### config.mk
export PLATFORM = sky130hd
export DESIGN_NAME = c432_bist_ctrl_flat
export DESIGN_NICKNAME = d
export VERILOG_FILES = /design/src/rtl/c432_bist_pkg.sv /design/src/rtl/c432_bist_ctrl_if.sv /design/src/rtl/bist_misr.sv /design/src/rtl/c432_bist_ctrl.sv /design/src/flat_wrapper.sv
export SDC_FILE = /design/constraint.sdc
export NUM_CORES = 1
export LEC_CHECK = 0
export CORE_UTILIZATION = 48
export CTS_CLUSTER_DIAMETER = 120
export DETAILED_ROUTE_END_ITERATION = 6
export GPL_TIMING_DRIVEN = 0
export HOLD_SLACK_MARGIN = 0.02
export PLACE_DENSITY = 0.77
export SETUP_SLACK_MARGIN = 0.4
export SYNTH_ARGS = -nofsm -noshare
export SYNTH_HDL_FRONTEND = slang
export SYNTH_SLANG_ARGS = --single-unit
### constraint.sdc
create_clock -name clk -period 2.2 [get_ports clk]
set_input_delay 0.66 -clock clk [delete_from_list [all_inputs] [get_ports clk]]
set_output_delay 0.66 -clock clk [all_outputs]
set_load 0.01 [all_outputs]
### src/rtl/c432_bist_pkg.sv
// c432 BIST shared definitions: widths, FSM state, LFSR/MISR defaults.
// LFSR taps are 1-based positions in the 36-bit pattern register.
package c432_bist_pkg;

  localparam int PI_W  = 36;
  localparam int PO_W  = 7;
  localparam int SIG_W = 16;

  localparam logic [PI_W-1:0]  LFSR_SEED_DEF = 36'h1;
  localparam logic [SIG_W-1:0] MISR_POLY_DEF = 16'h1021;

  localparam int TAP_A = 36;
  localparam int TAP_B = 25;

  typedef enum logic [1:0] {
    IDLE = 2'd0,
    RUN  = 2'd1,
    DONE = 2'd2
  } state_t;

  function automatic logic [PI_W-1:0] lfsr_step(
    input logic [PI_W-1:0] v
  );
    return {v[PI_W-2:0], v[TAP_A-1] ^ v[TAP_B-1]};
  endfunction

  function automatic logic [SIG_W-1:0] misr_step(
    input logic [SIG_W-1:0] s,
    input logic [PO_W-1:0]  d,
    input logic [SIG_W-1:0] poly
  );
    logic [SIG_W-1:0] fb;
    fb = s[SIG_W-1] ? poly : '0;
    return {s[SIG_W-2:0], 1'b0} ^ fb
         ^ {{(SIG_W-PO_W){1'b0}}, d};
  endfunction

endpackage

### src/rtl/c432_bist_ctrl_if.sv
// Test-access side of the c432 BIST controller: run request and status.
// master = test-access logic, slave = BIST controller.
interface c432_bist_ctrl_if #(
  parameter int CNT_W = 36
) ();
  import c432_bist_pkg::*;

  logic             start;
  logic             mode;
  logic [CNT_W-1:0] pat_count;
  logic [SIG_W-1:0] golden_sig;
  logic             abort;
  logic             busy;
  logic             done;
  logic             pass;
  logic [SIG_W-1:0] signature;

  modport master (
    output start, mode, pat_count,
    output golden_sig, abort,
    input  busy, done, pass, signature
  );

  modport slave (
    input  start, mode, pat_count,
    input  golden_sig, abort,
    output busy, done, pass, signature
  );

endinterface

### src/rtl/bist_misr.sv
// Multiple-input signature register compacting CUT responses.
// clr has priority over en; din enters the low bits.
module bist_misr #(
  parameter int               SIG_W = 16,
  parameter int               PO_W  = 7,
  parameter logic [SIG_W-1:0] POLY  = 16'h1021
) (
  input  logic             clk,
  input  logic             rst_n,
  input  logic             clr,
  input  logic             en,
  input  logic [PO_W-1:0]  din,
  output logic [SIG_W-1:0] sig
);

  logic [SIG_W-1:0] fb;
  logic [SIG_W-1:0] nxt;

  assign fb  = sig[SIG_W-1] ? POLY : '0;
  assign nxt = {sig[SIG_W-2:0], 1'b0} ^ fb
             ^ {{(SIG_W-PO_W){1'b0}}, din};

  always_ff @(posedge clk or negedge rst_n) begin
    if (!rst_n) begin
      sig <= '0;
    end else if (clr) begin
      sig <= '0;
    end else if (en) begin
      sig <= nxt;
    end
  end

endmodule

### src/rtl/c432_bist_ctrl.sv
// BIST controller for c432: pattern generation, run FSM and
// golden-signature compare around a bist_misr compactor.
module c432_bist_ctrl
  import c432_bist_pkg::*;
#(
  parameter int               CNT_W     = 36,
  parameter logic [PI_W-1:0]  LFSR_SEED = LFSR_SEED_DEF,
  parameter logic [SIG_W-1:0] MISR_POLY = MISR_POLY_DEF
) (
  input  logic            clk,
  input  logic            rst_n,
  c432_bist_ctrl_if.slave bus,
  output logic [PI_W-1:0] cut_pi,
  input  logic [PO_W-1:0] cut_po
);

  state_t           state_q;
  state_t           state_d;
  logic [PI_W-1:0]  pi_q;
  logic [CNT_W-1:0] rem_q;
  logic             mode_q;
  logic [SIG_W-1:0] gold_q;
  logic             pass_q;
  logic [SIG_W-1:0] sig;
  logic             accept;
  logic             step;
  logic             last;
  logic             busy;
  logic             done;
  logic             zero_cnt;

  assign zero_cnt = (bus.pat_count == '0);

  always_ff @(posedge clk or negedge rst_n) begin
    if (!rst_n) begin
      state_q <= IDLE;
    end else begin
      state_q <= state_d;
    end
  end

  always_comb begin
    state_d = state_q;
    unique case (state_q)
      RUN: begin
        if (bus.abort) begin
          state_d = IDLE;
        end else if (last) begin
          state_d = DONE;
        end
      end
      default: begin
        if (accept) begin
          state_d = zero_cnt ? DONE : RUN;
        end
      end
    endcase
  end

  // abort suppresses the whole RUN edge, so the MISR keeps its value
  always_comb begin
    accept = 1'b0;
    step   = 1'b0;
    last   = 1'b0;
    busy   = 1'b0;
    done   = 1'b0;
    unique case (1'b1)
      (state_q == RUN): begin
        busy = 1'b1;
        step = !bus.abort;
        last = step && (rem_q == CNT_W'(1));
      end
      (state_q == DONE): begin
        done   = 1'b1;
        accept = bus.start;
      end
      default: begin
        accept = bus.start;
      end
    endcase
  end

  always_ff @(posedge clk or negedge rst_n) begin
    if (!rst_n) begin
      pi_q   <= '0;
      rem_q  <= '0;
      mode_q <= 1'b0;
      gold_q <= '0;
      pass_q <= 1'b0;
    end else if (accept) begin
      pi_q   <= bus.mode ? '0 : LFSR_SEED;
      rem_q  <= bus.pat_count;
      mode_q <= bus.mode;
      gold_q <= bus.golden_sig;
      pass_q <= zero_cnt && (bus.golden_sig == '0);
    end else if (step) begin
      pi_q  <= mode_q ? pi_q + PI_W'(1) : lfsr_step(pi_q);
      rem_q <= rem_q - CNT_W'(1);
      if (last) begin
        pass_q <= (misr_step(sig, cut_po, MISR_POLY) == gold_q);
      end
    end
  end

  bist_misr #(
    .SIG_W (SIG_W),
    .PO_W  (PO_W),
    .POLY  (MISR_POLY)
  ) u_misr (
    .clk   (clk),
    .rst_n (rst_n),
    .clr   (accept),
    .en    (step),
    .din   (cut_po),
    .sig   (sig)
  );

  assign cut_pi        = pi_q;
  assign bus.busy      = busy;
  assign bus.done      = done;
  assign bus.pass      = pass_q;
  assign bus.signature = sig;

endmodule

### src/flat_wrapper.sv
// flat-port wrapper written by rule: the top's interface ports become plain ports
module c432_bist_ctrl_flat import c432_bist_pkg::*;
#(
  parameter int               CNT_W     = 36,
  parameter logic [PI_W-1:0]  LFSR_SEED = LFSR_SEED_DEF,
  parameter logic [SIG_W-1:0] MISR_POLY = MISR_POLY_DEF
)
  (clk, rst_n, cut_pi, cut_po, bus_start, bus_mode, bus_pat_count, bus_golden_sig, bus_abort, bus_busy, bus_done, bus_pass, bus_signature);
  c432_bist_ctrl_if #(.CNT_W(CNT_W)) bus_i ();
  input  logic clk;
  input  logic rst_n;
  output logic [PI_W-1:0] cut_pi;
  input  logic [PO_W-1:0] cut_po;
  input wire logic [$bits(bus_i.start)-1:0] bus_start;
  input wire logic [$bits(bus_i.mode)-1:0] bus_mode;
  input wire logic [$bits(bus_i.pat_count)-1:0] bus_pat_count;
  input wire logic [$bits(bus_i.golden_sig)-1:0] bus_golden_sig;
  input wire logic [$bits(bus_i.abort)-1:0] bus_abort;
  output wire logic [$bits(bus_i.busy)-1:0] bus_busy;
  output wire logic [$bits(bus_i.done)-1:0] bus_done;
  output wire logic [$bits(bus_i.pass)-1:0] bus_pass;
  output wire logic [$bits(bus_i.signature)-1:0] bus_signature;
  assign bus_i.start = bus_start;
  assign bus_i.mode = bus_mode;
  assign bus_i.pat_count = bus_pat_count;
  assign bus_i.golden_sig = bus_golden_sig;
  assign bus_i.abort = bus_abort;
  assign bus_busy = bus_i.busy;
  assign bus_done = bus_i.done;
  assign bus_pass = bus_i.pass;
  assign bus_signature = bus_i.signature;
  c432_bist_ctrl #(.CNT_W(CNT_W), .LFSR_SEED(LFSR_SEED), .MISR_POLY(MISR_POLY)) u_core (.clk(clk), .rst_n(rst_n), .bus(bus_i), .cut_pi(cut_pi), .cut_po(cut_po));
endmodule
* Yosys cells after proc, flatten, opt, wreduce, memory -nomap -nowiden
Cells that the tools add are included.
Widths: inputs -> output; s select.
** Operators by class
- Add/sub/neg operators :: 2
- Muxes and demuxes :: 22
- Reduce and logical (&&, ||, !) cells :: 10
- Bitwise gates (word level) :: 3
- Equal/unequal tests :: 5
** Operators by type and width (number)
- $mux 36 :: 5
- $add 36x1->36 const B :: 1
- $eq 36x1->1 const B :: 1
- $logic_not 36->1 :: 1
- $sub 36x1->36 const B :: 1
- $mux 16 :: 2
- $eq 16x16->1 :: 1
- $logic_not 16->1 :: 1
- $xor 16x16->16 :: 1
- $xor 16x7->16 :: 1
- $mux 13 :: 1
- $mux 2 :: 5
- $mux 1 :: 9
- $reduce_bool 2->1 :: 3
- $reduce_and 2->1 :: 2
- $ne 3x2->1 const B :: 1
- $eq 2x1->1 const B :: 1
- $eq 2x2->1 const B :: 1
- $logic_and 1x1->1 :: 2
- $logic_not 1->1 :: 1
- $xor 1x1->1 :: 1
** Storage, ports and cells
- Input port bits :: 64
- Flip-flop bits (word level) :: 108
- Output and inout port bits :: 55
- Logic and storage cells :: 49

* Longest topological paths before layout
Gate-level depths: netlist of run 1.
- Depth in word-level cells :: 7
- Depth in mapped cells :: 8
- Depth with buffers taken out :: 7

* Cells and area by module
From an unflattened synthesis of run 1, not the netlist that was laid out.
** Second synthesis, totals
- Cells, all modules :: 736
- Area, all modules :: 6413.7 um2
** Modules (own cells, without submodules)
- c432_bist_ctrl :: sequential area each 2302.2 um2, area each 5699.2 um2, instances 1, cells each 675
- bist_misr :: sequential area each 400.4 um2, area each 714.4 um2, instances 1, cells each 61

* Worst setup path before layout of run 1
No wires, ideal clock.
- Path type :: register to register
- From :: reg u_core.pi_q[2], in the netlist u_core.cut_pi[2]
- To :: reg u_core.pi_q[25], in the netlist u_core.cut_pi[25]
- Buffers on the path :: 2
- Slack :: -0.003 ns
- Data required time :: 2.070 ns
- Period minus slack after synthesis :: 2.203 ns
- Setup time :: 0.130 ns
- Cell stages (with the launch flop) :: 8
- Arrival :: 2.073 ns
- Cells stage by stage :: dfrtp_1 -> buf_2 -> nand4_4 -> or4_1 -> buf_2 -> or4_1 -> a21oi_1 -> o22ai_1
** On the way
- Longest elaborated chain between the ends :: 4
** Ends and longest elaborated chain
- start, declared :: line c432_bist_ctrl.sv:19 : logic [PI_W-1:0] pi_q;
- start signal, assigned :: line c432_bist_ctrl.sv:91 : pi_q <= bus.mode ? '0 : LFSR_SEED;
- start signal, assigned :: line c432_bist_ctrl.sv:97 : pi_q <= mode_q ? pi_q + PI_W'(1) : lfsr_step(pi_q);
- $add 36x1->36 :: line c432_bist_ctrl.sv:97
- $mux 36 :: line c432_bist_ctrl.sv:97
- $mux 36 :: line c432_bist_ctrl.sv:96 : end else if (step) begin
- $mux 36 :: line c432_bist_ctrl.sv:90 : end else if (accept) begin
No other way between the ends. The select of a mux whose other input is x is not followed.
A chain may end at the register's enable or synchronous reset.

* Worst setup path in the final report of run 1
- From :: reg u_core.rem_q[19]
- To :: reg u_core.rem_q[34]
** On the way
- Longest elaborated chain between the ends :: 3
** Ends and longest elaborated chain
- start, declared :: line c432_bist_ctrl.sv:20 : logic [CNT_W-1:0] rem_q;
- start signal, assigned :: line c432_bist_ctrl.sv:92 : rem_q <= bus.pat_count;
- start signal, assigned :: line c432_bist_ctrl.sv:98 : rem_q <= rem_q - CNT_W'(1);
- $sub 36x1->36 :: line c432_bist_ctrl.sv:98
- $mux 36 :: line c432_bist_ctrl.sv:96
- $mux 36 :: line c432_bist_ctrl.sv:90
No other way between the ends. The select of a mux whose other input is x is not followed.

==> results of run 1 <==
[worst max-delay path, stage by stage, from the launching register on]
cell     delay, ns
dfrtp_1       0.40
or4_4         0.53
or3_4         0.35
buf_6         0.15
or3_4         0.41
buf_4         0.16
nor2_4        0.08
a221o_1       0.12
[registers in the layout, summed over array words and instances (netlist names)]
signal and flops:
u_core.bus.pass 1, u_core.cut_pi 36, u_core.gold_q 16, u_core.mode_q 1, u_core.rem_q 36, u_core.state_q 2
u_core.u_misr.sig 16
[path summary, 6_finish.rpt]
path                                                      to                          from  depth (start not counted)
max reg2reg                     u_core.rem_q[34]$_DFFE_PN0P_  u_core.rem_q[19]$_DFFE_PN0P_                          7
min in group clk                u_core.gold_q[0]$_DFFE_PN0P_  u_core.gold_q[0]$_DFFE_PN0P_                          2
min reg2reg                     u_core.gold_q[0]$_DFFE_PN0P_  u_core.gold_q[0]$_DFFE_PN0P_                          2
max                             u_core.rem_q[34]$_DFFE_PN0P_  u_core.rem_q[19]$_DFFE_PN0P_                          7
min                             u_core.cut_pi[6]$_DFFE_PN0P_                         rst_n                          1
max in group asynchronous  u_core.u_misr.sig[13]$_DFFE_PN0P_                         rst_n                          2
[power by group through the flow]
| stage | Combinational [W] | Clock [W] | Sequential, W |
|---|---|---|---|
| after floorplan | 0.00163 | 0 | 0.00305 |
| after global routing | 0.00427 | 0.00180 | 0.00322 |
| after global placement | 0.00265 | 0 | 0.00311 |
| final | 0.00408 | 0.00172 | 0.00318 |
| after CTS | 0.00343 | 0.00172 | 0.00307 |
| after detailed placement | 0.00272 | 0 | 0.00314 |
[final cells by class]
class	instances	area [sq um]
plain buffers	46	529
clock buffers	10	239
clock inverters	6	71.3
fillers	728	2200
inverters	14	57.6
multi-input cells	546	4310
flip-flops and latches	108	2740
well taps	172	215
repair buffers	261	2360
[metal layers]
layer | vias to the layer above | track usage (%) | wire length, um | part of all wire (%)
met5 | - | 0 | 0 | 0
met4 | 0 | 21.9 | 1700 | 6.0
met3 | 218 | 6.54 | 3020 | 11
met2 | 675 | 61.2 | 13600 | 48
met1 | 3901 | 46.8 | 10100 | 36
li1 | 3266 | - | - | -
[stage by stage]
step	instances	hold slack (ns)	area (sq um)	utilization [%]
final	1163	0.400	10500	82.7
after global routing	1163	0.471	10500	82.7
after CTS	1134	0.433	9840	77.3
after detailed placement	1005	0.483	8010	63.0
after global placement	1004	0.479	7990	62.8
after floorplan	714	0.364	6590	-
[cells in the final DEF (no fill, tap or decap), drive strengths merged, types with 6 or more instances in the layout]
master,n
buf,171
nand2,113
dfrtp,108
dlygate4sd2,67
o21ai,57
clkbuf,38
clkdlybuf4s50,36
nor4,36
nor2,32
nand3,31
nor3,26
xor2,22
or3,19
a22o,18
a21oi,18
a32oi,16
inv,15
xnor2,12
nand4,12
o211ai,11
and3,10
o311ai,10
or4,9
a31oi,9
a22oi,8
a221o,8
mux2i,7
o41ai,6
[timing repair]
item / CTS / global route
endpoints found under the hold margin: 0 / 0
gates resized for setup: 297 / 132
setup buffers: 113 / 26
gates cloned: 0 / 3
pin swaps: 74 / 67
endpoints found under the setup margin: 163 / 115
[cell families (layout without fill, tap and decap cells)]
group,after synthesis,after routing,share of synthesized area [%]
DFF,108,108,42.8
and+or+nand+nor,308,308,25.1
buffers and inverters,60,337,3.76
xor gates and xnor gates,34,34,4.72
adders and majority gates,3,3,0.594
muxes,9,9,1.47
AOI/OAI and AO/OA,192,192,21.6
==> results.py, run 1 <==
metrics = {
    "min_path": {
        "hold_path_class": "in -> async",
    },
    "pwr": {
        "comb_power_share_pct": 45.5,
        "power_switching_w": 0.00366,
        "powerDensity_nw_per_um2": 853,
        "p_int_w": 0.00531,
        "pwr-share-seq_pct": 35.4,
        "pwr-share-clk_pct": 19.1,
        "switching_share_pct": 40.8,
        "power_w": 0.00897,
        "peakVddDrop_mv": 0.501,
        "cellLeakagePower_nw": 4.80,
    },
    "grt": {
        "grt_pass1_vias": 7277,
        "grt.overflow.total": 0,
        "antenna_found_initial": 0,
        "grt.total_usage_pct": 37.4,
        "grt_max_degree": 64,
        "grt_pass1_wl_um": 38400,
    },
    "cts": {
        "cts_hold_buf": 0,
        "ctsHtreeMaxLevel": 3,
        "cts_tree": "built",
        "clkLatencyLatePin_ns": 0.36,
        "cts_buffer_depth": 2,
        "clock-sinks": 108,
        "cts_buffers": 9,
        "clockRootBuffer": "clkbuf_16",
        "clkSlewWorstSetupHoldPaths_ns": 0.07,
    },
    "critical_path": {
        "arrival_ns": 2.57,
        "path_class": "reg -> reg",
        "critPathMaxFanout": 6,
        "crit_path_end_kind": "register",
        "critPathLaunchType": "register",
        "cp.required_ns": 2.50,
        "r2r_slack_ns": -0.07,
    },
    "logic_synthesis": {
        "synth_edf_count": 0,
        "netlist_top_cells_area": "dfrtp_1 (43%), nand2_1 (6.7%), o21ai_0 (4.4%)",
        "synth_cell_types": 65,
        "async_flop_share_pct": 100,
        "synth.most_common_cell": "nand2_1",
        "synthCells": 714,
        "synth_area_sq_um": 6310,
        "ys_warn_count": 0,
        "netlist.area_leader.share_pct": 42.8,
        "syn_nets": 781,
        "synth_commonest_cells": "nand2_1 (113), dfrtp_1 (108), o21ai_0 (56)",
        "yosys.area.top_type": "dfrtp_1",
        "ys_ff_latch": 108,
        "ys_seq_area_share_pct": 42.8,
        "syn_area_per_cell_sq_um": 8.84,
        "synthFlopType": "dfrtp_1",
    },
    "placement": {
        "pre_cts_ws_ns": -0.881,
        "portBuffers": 118,
        "dp_hpwl_um": 15700,
        "gp_congestion": 0.951,
    },
    "sta": {
        "slew-limit-headroom_pct": 41.0,
        "fin_setup_tns_ns": -0.290,
        "worstMarginPinSlew_ns": 0.886,
        "setup_slack_ns": -0.0739,
        "grt_setup_unrepaired": "true",
        "fmax_mhz": 440,
        "setup_viol": 6,
        "fin_crit_ns": 2.27,
        "slew_violations": 0,
        "hold_viol_final": 0,
        "worst_clock_skew_ns": 0.0101,
        "min_period_over_period_pct": 103,
    },
    "drt": {
        "route.detailed.drc": 0,
        "post_drt_wl_per_cell_um": 24.5,
        "ant_nets": 0,
        "dr.pass1.iters": 7,
        "drt-vias-per-instance": 6.93,
        "num_vias": 8060,
        "first_iter_violations": 1368,
        "wl_um": 28500,
    },
    "floorplanning": {
        "core_area_sq_um": 12700,
        "start_util_pct": 49.6,
        "io_pins": 119,
        "dieArea_sq_um": 13600,
        "core.rowCount": 41,
        "die_h_um": 117,
        "die_w_um": 117,
    },
    "outcome": {
        "run_status": "finished with violations",
        "violations": "negative setup slack",
    },
    "cells_and_area": {
        "drive_gt1_share_pct": 37.3,
        "diodes": 0,
        "final_nets": 1053,
        "syn_to_final_growth_pct": 66.6,
    },
    "flow_run": {
        "drv_cap": 0,
    },
}
No activity file was read; power rests on OpenSTA's default activity.
==> inputs of run 2 (changes only) <==
--- a/config.mk
+++ b/config.mk
@@ -5,6 +5,7 @@
 export SDC_FILE = /design/constraint.sdc
 export NUM_CORES = 1
 export LEC_CHECK = 0
+export CORE_MARGIN = 3
 export CORE_UTILIZATION = 48
 export CTS_CLUSTER_DIAMETER = 120
 export DETAILED_ROUTE_END_ITERATION = 6
==> run 2 against run 1 <==
  * The run ends with design-rule violations, negative setup slack left
  * Power up 1.6%
  * Via count up 3.9%
  * Worst setup slack worse by 0.053 ns
  * Utilization up 1.3 points
  * Die area up 7.0%
  * Sequential power about the same
  * Largest power group unchanged
==> results.py, run 2 (synthesis results as in run 1) <==
metrics = {
    "grt": {
        "grt_pass1_wl_um": 40900,
        "grt_max_degree": 65,
        "grt.overflow.total": 0,
        "grt_pass1_vias": 7611,
        "antenna_found_initial": 0,
        "grt.total_usage_pct": 36.0,
    },
    "cells_and_area": {
        "drive_gt1_share_pct": 40.4,
        "final_common_cell": "buf_4",
        "syn_to_final_growth_pct": 69.2,
        "diodes": 0,
        "layout_common_cells": "buf_4 (118), nand2_1 (104), dlygate4sd2_1 (75)",
        "fillers": 693,
        "final_nets": 1070,
        "fin_area_sq_um": 10700,
        "instances_no_fill": 1179,
    },
    "floorplanning": {
        "die_w_um": 121,
        "core.rowCount": 41,
        "start_util_pct": 49.6,
        "core_area_sq_um": 12700,
        "io_pins": 119,
        "die_h_um": 121,
        "dieArea_sq_um": 14600,
    },
    "cts": {
        "clockRootBuffer": "clkbuf_16",
        "cts_tree": "built",
        "clkLatencyLatePin_ns": 0.39,
        "cts_hold_buf": 0,
        "cts_buffer_depth": 2,
        "clock-sinks": 108,
        "ctsHtreeMaxLevel": 3,
        "clkSlewWorstSetupHoldPaths_ns": 0.08,
        "cts_buffers": 9,
    },
    "drt": {
        "ant_nets": 0,
        "route.detailed.drc": 1,
        "num_vias": 8374,
        "dr.pass1.iters": 7,
        "wl_um": 31000,
        "first_iter_violations": 1518,
        "drt-vias-per-instance": 7.10,
        "post_drt_wl_per_cell_um": 26.3,
    },
    "placement": {
        "pre_cts_ws_ns": -0.875,
        "portBuffers": 118,
        "place_area_sq_um": 8010,
        "dp_hpwl_um": 15800,
        "gp_congestion": 0.972,
        "dp_cells": 1005,
    },
    "sta": {
        "worst_clock_skew_ns": 0.00965,
        "hold_viol_final": 0,
        "slew-limit-headroom_pct": 47.5,
        "setup_slack_ns": -0.127,
        "worstMarginPinSlew_ns": 0.787,
        "fmax_mhz": 430,
        "grt_setup_unrepaired": "true",
        "slew_violations": 0,
        "min_period_over_period_pct": 106,
        "fin_crit_ns": 2.33,
        "setup_viol": 11,
        "fin_setup_tns_ns": -0.513,
    },
    "critical_path": {
        "crit_path_end_kind": "register",
        "critPathSlowestCell": "or4_4",
        "cpPeakStageDelay_ns": 0.54,
        "cp_cell_sequence": "or4_4 -> or3_4 -> buf_8 -> or3_4 -> o311ai_2 -> nand2_1",
        "arrival_ns": 2.59,
        "critPathMaxFanout": 7,
        "cp.required_ns": 2.47,
        "critPathMostFrequentCell": "or3_4",
        "path_class": "reg -> reg",
        "critPathLaunchType": "register",
    },
    "pwr": {
        "peakVddDrop_mv": 0.508,
        "powerDensity_nw_per_um2": 853,
        "cellLeakagePower_nw": 4.87,
        "power_w": 0.00912,
    },
    "flow_run": {
        "drv_cap": 0,
    },
    "outcome": {
        "violations": "design-rule violations, negative setup slack",
        "run_status": "finished with violations",
    },
    "min_path": {
        "hold_path_class": "in -> async",
    },
}
==> run 2: path summary, 6_finish.rpt <==
kind	startpoint	end	slack, ns	cells after the start
min in group clk	u_core.gold_q[5]$_DFFE_PN0P_	u_core.gold_q[5]$_DFFE_PN0P_	0.50	2
min reg2reg	u_core.gold_q[5]$_DFFE_PN0P_	u_core.gold_q[5]$_DFFE_PN0P_	0.50	2
max reg2reg	u_core.rem_q[18]$_DFFE_PN0P_	u_core.rem_q[28]$_DFFE_PN0P_	-0.13	6
max	u_core.rem_q[18]$_DFFE_PN0P_	u_core.rem_q[28]$_DFFE_PN0P_	-0.13	6
min	rst_n	u_core.cut_pi[10]$_DFFE_PN0P_	0.30	1
max in group asynchronous	rst_n	u_core.rem_q[7]$_DFFE_PN0P_	1.12	2
==> run 2: layout make-up <==
class                           instances  area, sq um  area share, %
Sequential cell                       108         2750           25.7
Inverter                               14         55.1          0.515
Tap cell                              172          215           2.01
Timing Repair Buffer                  278         2470           23.1
Buffer                                 46          498           4.66
Multi-Input combinational cell        546         4400           41.2
Clock buffer                            9          225           2.11
Clock inverter                          6         71.3          0.667
==> run 2: timing repair <==
| item | CTS | global route |
|---|---|---|
| gates resized for setup | 322 | 152 |
| gates cloned | 3 | 0 |
| buffers inserted | 109 | 47 |
| pin swaps | 86 | 72 |
| hold endpoints to repair | 0 | 0 |
| endpoints found under the setup margin | 163 | 103 |
==> run 2: where the power goes <==
part | total, W | switching [W] | internal, W
logic | 0.00421 | 0.00233 | 0.00188
registers | 0.00316 | 0.000659 | 0.00250
clock network | 0.00175 | 0.000856 | 0.000892
==> run 2: stage by stage <==
step | utilization [%] | hold slack [ns]
floorplan | - | 0.364
global placement | 62.8 | 0.485
detailed placement | 63.0 | 0.483
CTS | 77.4 | 0.326
global route | 84.0 | 0.331
finish | 84.0 | 0.302
==> run 2: routing by layer <==
| layer | global-route usage [%] | share of wire, % |
|---|---|---|
| met5 | 0 | 0 |
| met4 | 22.7 | 7.6 |
| met3 | 7.67 | 13 |
| met2 | 57.8 | 46 |
| met1 | 44.1 | 34 |
==> run 2: worst max-delay path: cells and delay by family, from the launching register on <==
family                 cells  cell delay (ns)
AOI/OAI and AO/OA          1             0.30
buffers and inverters      1             0.15
DFF                        1             0.39
and+or+nand+nor            4             1.38
